### config.mk
export PLATFORM = sky130hd
export DESIGN_NAME = lbist_misr_compactor
export DESIGN_NICKNAME = d
export VERILOG_FILES = /design/src/rtl/lbist_misr_compactor_pkg.sv /design/src/rtl/lbist_misr_compactor_misr_core.sv /design/src/rtl/lbist_misr_compactor.sv
export SDC_FILE = /design/constraint.sdc
export NUM_CORES = 1
export LEC_CHECK = 0
export BUFFER_PORTS_ARGS = -buffer_cell sky130_fd_sc_hd__clkbuf_2
export CELL_PAD_IN_SITES_DETAIL_PLACEMENT = 1
export CELL_PAD_IN_SITES_GLOBAL_PLACEMENT = 1
export CORE_MARGIN = 5
export CORE_UTILIZATION = 30
export CTS_CLUSTER_DIAMETER = 50
export DETAILED_ROUTE_END_ITERATION = 7
export PLACE_DENSITY = 0.62
export SLEW_MARGIN = 20
export SYNTH_ARGS = -nofsm -noshare
export SYNTH_HDL_FRONTEND = slang
export SYNTH_HIERARCHICAL = 1
export SYNTH_SLANG_ARGS = --single-unit
### constraint.sdc
create_clock -name clk_i -period 1.9 [get_ports clk_i]
set_clock_uncertainty 0.1 [all_clocks]
set_input_delay 0.38 -clock clk_i [delete_from_list [all_inputs] [get_ports clk_i]]
set_output_delay 0.38 -clock clk_i [all_outputs]
set_load 0.02 [all_outputs]
### src/rtl/lbist_misr_compactor_pkg.sv
// Shared constants for the LBIST response-compaction path: FSM encoding,
// signature width and the default MISR feedback polynomial.
package lbist_misr_compactor_pkg;

   localparam int unsigned SIG_W = 8;
   localparam logic [SIG_W-1:0] POLY_DEFAULT = 8'h1D;

   typedef enum logic [1:0] {
      ST_IDLE = 2'd0,
      ST_RUN  = 2'd1,
      ST_DONE = 2'd2
   } state_e;

endpackage

### src/rtl/lbist_misr_compactor_misr_core.sv
// MISR datapath: combinational next-signature function plus the signature
// register with synchronous seed load and compaction enable.
module misr_core #(
   parameter int unsigned        WIDTH = 8,
   parameter logic [WIDTH-1:0]   POLY  = 8'h1D
) (
   input  logic             clk_i,
   input  logic             rst_i,
   input  logic             load_i,
   input  logic             en_i,
   input  logic [WIDTH-1:0] seed_i,
   input  logic [WIDTH-1:0] din_i,
   output logic [WIDTH-1:0] next_o,
   output logic [WIDTH-1:0] sig_o
);

   logic [WIDTH-1:0] sig_q;
   logic [WIDTH-1:0] sig_d;
   logic             fb_s;

   // Next signature: shift up, fold in the response word, apply feedback taps.
   always_comb begin
      fb_s     = sig_q[WIDTH-1];
      sig_d    = {WIDTH{1'b0}};
      sig_d[0] = din_i[0] ^ (POLY[0] & fb_s);
      for (int i = 1; i < int'(WIDTH); i++) begin
         sig_d[i] = sig_q[i-1] ^ din_i[i] ^ (POLY[i] & fb_s);
      end
   end

   // Signature register; a load wins over compaction.
   always_ff @(posedge clk_i or posedge rst_i) begin
      if (rst_i) begin
         sig_q <= {WIDTH{1'b0}};
      end else if (load_i) begin
         sig_q <= seed_i;
      end else if (en_i) begin
         sig_q <= sig_d;
      end else begin
         sig_q <= sig_q;
      end
   end

   assign next_o = sig_d;
   assign sig_o  = sig_q;

endmodule

### src/rtl/lbist_misr_compactor.sv
// LBIST response compactor: folds adder sum words into a MISR over a fixed
// number of patterns and reports the golden-signature compare to the controller.
module lbist_misr_compactor
   import lbist_misr_compactor_pkg::*;
#(
   parameter int unsigned      WIDTH      = SIG_W,
   parameter logic [WIDTH-1:0] POLY       = WIDTH'(POLY_DEFAULT),
   parameter logic [WIDTH-1:0] SEED       = {WIDTH{1'b0}},
   parameter int unsigned      N_PATTERNS = 256,
   parameter logic [WIDTH-1:0] GOLDEN     = {WIDTH{1'b0}}
) (
   input  logic             clk_i,
   input  logic             rst_i,
   input  logic             start_i,
   input  logic             abort_i,
   input  logic             din_valid_i,
   input  logic [WIDTH-1:0] din_i,
   output logic             busy_o,
   output logic             done_o,
   output logic             pass_o,
   output logic [WIDTH-1:0] signature_o,
   output logic [15:0]      count_o
);

   localparam logic [15:0] LAST_CNT = 16'(N_PATTERNS - 1);

   state_e           state_q;
   logic [15:0]      count_q;
   logic             busy_q;
   logic             done_q;
   logic             pass_q;
   logic             load_s;
   logic             en_s;
   logic [WIDTH-1:0] next_s;
   logic [WIDTH-1:0] sig_s;

   // Datapath controls; abort suppresses both load and compaction.
   always_comb begin
      load_s = 1'b0;
      en_s   = 1'b0;
      if (abort_i) begin
         load_s = 1'b0;
         en_s   = 1'b0;
      end else begin
         case (state_q)
            ST_IDLE, ST_DONE: load_s = start_i;
            ST_RUN:           en_s   = din_valid_i;
            default: begin
               load_s = 1'b0;
               en_s   = 1'b0;
            end
         endcase
      end
   end

   misr_core #(
      .WIDTH (WIDTH),
      .POLY  (POLY)
   ) u_misr_core (
      .clk_i  (clk_i),
      .rst_i  (rst_i),
      .load_i (load_s),
      .en_i   (en_s),
      .seed_i (SEED),
      .din_i  (din_i),
      .next_o (next_s),
      .sig_o  (sig_s)
   );

   // Run-control FSM with pattern counter and registered status outputs.
   always_ff @(posedge clk_i or posedge rst_i) begin
      if (rst_i) begin
         state_q <= ST_IDLE;
         count_q <= 16'd0;
         busy_q  <= 1'b0;
         done_q  <= 1'b0;
         pass_q  <= 1'b0;
      end else if (abort_i) begin
         // count is left untouched so a debugger can see how far the run got
         state_q <= ST_IDLE;
         busy_q  <= 1'b0;
         done_q  <= 1'b0;
         pass_q  <= 1'b0;
      end else begin
         case (state_q)
            ST_IDLE, ST_DONE: begin
               if (start_i) begin
                  state_q <= ST_RUN;
                  count_q <= 16'd0;
                  busy_q  <= 1'b1;
                  done_q  <= 1'b0;
                  pass_q  <= 1'b0;
               end
            end
            ST_RUN: begin
               if (din_valid_i) begin
                  count_q <= count_q + 16'd1;
                  if (count_q == LAST_CNT) begin
                     state_q <= ST_DONE;
                     busy_q  <= 1'b0;
                     done_q  <= 1'b1;
                     pass_q  <= (next_s == GOLDEN);
                  end
               end
            end
            default: begin
               state_q <= ST_IDLE;
               busy_q  <= 1'b0;
               done_q  <= 1'b0;
               pass_q  <= 1'b0;
            end
         endcase
      end
   end

   assign busy_o      = busy_q;
   assign done_o      = done_q;
   assign pass_o      = pass_q & done_q;
   assign signature_o = sig_s;
   assign count_o     = count_q;

endmodule

==> run metrics <==
num rows 26; Fin Hold WS between 300 and 400 ps; max-slew violations 0; Iter 0 DRT Violations 54; Max VDD drop ~0.36 mV; number of global-route vias before repair around 1.5k; ANT cells 0; DR vias between 1k and 1.5k; CP endpoint kind flip-flop; commonest non-fill, non-tap cell in the layout clkbuf_2; final hold violations 0; syn_area_per_cell approximately 10 um2; CTS tree done; Worst-path clk slew 100 ps; Via density 4.96; Critical Setup Path Class reg2reg; CTS root buffer clkbuf_8; RR Startpoint state_q[0]; Final ANT Viol Nets 0; multi-input logic area 872 um2; area grow syn2layout 35.9%; status finished, final reports clean; final instance area 2130 um2; share of post-route cells with drive strength above 1 0.385; Core Util, Final 0.419; Largest stage delay, worst path between 400 and 500 ps; Die Y 82.3 um; number of port buffers 39; hold depth 3; Fillers 607; fin nets 236; CP arrival about 2000 ps; register area 702 um2; die footprint 6770 um2; Setup Total Neg Slack 0 ps; post-synthesis async set-or-reset flop share 1.00; PD cells 756 nW/um2; Post-Syn Instances 150; final worst slack 1.74 ps; Gate power share 0.313; Syn. warnings 6; Clock Latency Late Sink 280 ps; FF-to-FF setup slack about 1.7 ps; fmax 0.527 GHz; RSZ-0062 raised after global routing yes; Top Ports 40; synth unique cells 42; clock share of power 0.242; Residual DRC 0; final worst path period need 1900 ps; #FFs+latches synth 28; CP required 2020 ps; max-cap violations 0; final wirelength 4.52 mm; Seq pwr share 0.445; Hold Path Sink state_q[0]; First-pass DRT Iterations 4; Num CTS Buffers 3; first-pass GRT wire length 7.41 mm; Sw Ratio 0.326; static leakage 1.04 nW; GRT Total Usage 0.144; critical path fanouts, max 8; CTS H-tree depth 1; switching pwr about 0.53 mW; worst slack at placement -163 ps; dpl cell area 2020 um2; Core ar. 5070 um2; antenna violations before repair 0; clock sinks 28; Clock Tree Buf Depth 2; critical path, cell by cell or3b_4 > a2111o_1 > or3_1 > a21oi_2; worst path bufs/invs 0; Congestion Overflow GR 0; largest net degree at the start of global routing 21; Initial Util 0.309; Reg-to-Reg End count_o[13]; Post-synth EDFFs 0; most frequent cells in the layout clkbuf_2 (39), dfrtp_1 (27), buf_4 (23), nand2_1 (14); WL/cell about 16 um; final period utilization 0.999; internal power 1.08 mW; Post-Syn Area 1570 um2; gp weighted congestion 0.811; Slowest cell on crit path a2111o_1; # setup viols final 0; Post-synth top flop dfrtp_1; die span in x 82.3 um; top cell family by delay on the critical path simple AND/OR/NAND/NOR gates; min-delay worst type in2reg; Hold Path Origin abort_i; worst r2r path cells 4; HPWL Detailed 3.61 mm; CP Launch Type flip-flop; sequential area share after synthesis 0.447
-- registers in the layout, summed over array words and instances, names as in the netlist --
register           flops
u_misr_core/sig_o      8
state_q                2
count_o               16
done_o                 1
pass_q                 1
-- what timing repair did --
action / 4_1_cts / 5_1_grt
pin swaps: 1 / 0
hold endpoints to repair: 8 / 0
buffers inserted: 1 / 0
endpoints found under the setup margin: 7 / 9
hold buffers: 1 / 0
resized for setup: 5 / 3
-- cell families (layout without fill, tap and decap cells) --
family                   after synthesis  in the layout  synth area share
adder cells (fa/ha/maj)                1              1           0.00799
XOR/XNOR                              15             15             0.115
other                                  1              8           0.00239
buffers and inverters                 10             74            0.0335
multiplexers                          12             12            0.0815
AND/OR/NAND/NOR                       52             52             0.175
flip-flops                            28             28             0.447
AO/OA/AOI/OAI                         31             31             0.137
-- layer usage --
layer  track usage  part of all wire  up-vias
li1              -                 -      684
met1         0.195              0.46      725
met2         0.229              0.48       28
met3        0.0184             0.039        7
met4        0.0598             0.019        0
met5             0                 0        -
-- synth_stat cells, types with 4 or more instances --
cell	count	area, um2
o21ai_0	10	50.1
mux2i_1	6	60.1
a21oi_1	5	25.0
nor4_1	4	25.0
mux2_2	6	67.6
dfrtp_1	28	701
nand4_1	4	25.0
xor2_1	9	78.8
inv_1	5	18.8
nand2_1	14	52.6
or3_1	5	31.3
nor2_1	10	37.5
-- tightest hold or removal path: stages --
cell      delay [ps]
clkbuf_2         100
buf_4            120
o41ai_1           70
-- power by group through the flow --
stage	clock (mW)	combinational [mW]	sequential, mW
CTS	0.400	0.511	0.719
floorplan	0	0.247	0.798
finish	0.389	0.504	0.717
detailed placement	0	0.501	0.733
global route	0.427	0.547	0.728
global placement	0	0.479	0.726
-- cell type report --
| cell class | count | share of cell area |
|---|---|---|
| Clock buffer | 4 | 0.0259 |
| Inverter | 6 | 0.0106 |
| Multi-Input combinational cell | 119 | 0.410 |
| Sequential cell | 28 | 0.330 |
| Tap cell | 70 | 0.0412 |
| Timing Repair Buffer | 64 | 0.183 |
-- metrics by stage --
step / instances / power [mW]
5_1_grt: 291 / 1.70
4_1_cts: 291 / 1.63
3_3_place_gp: 285 / 1.20
6_report: 291 / 1.61
3_5_place_dp: 285 / 1.23
2_1_floorplan: 157 / 1.05
-- worst max path at each step --
stage / startpoint / to / slack [ps] / cells after the start
after floorplan: state_q[0] / count_o[13] / -130 / 5
final: state_q[0] / count_o[13] / 2 / 4
after CTS: state_q[0] / count_o[9] / 0.4 / 4
after global placement: abort_i / count_o[9] / -60 / 5
after global routing: state_q[0] / count_o[13] / -60 / 4
after detailed placement: abort_i / count_o[11] / -160 / 5
(Power assumes the default switching activity.)
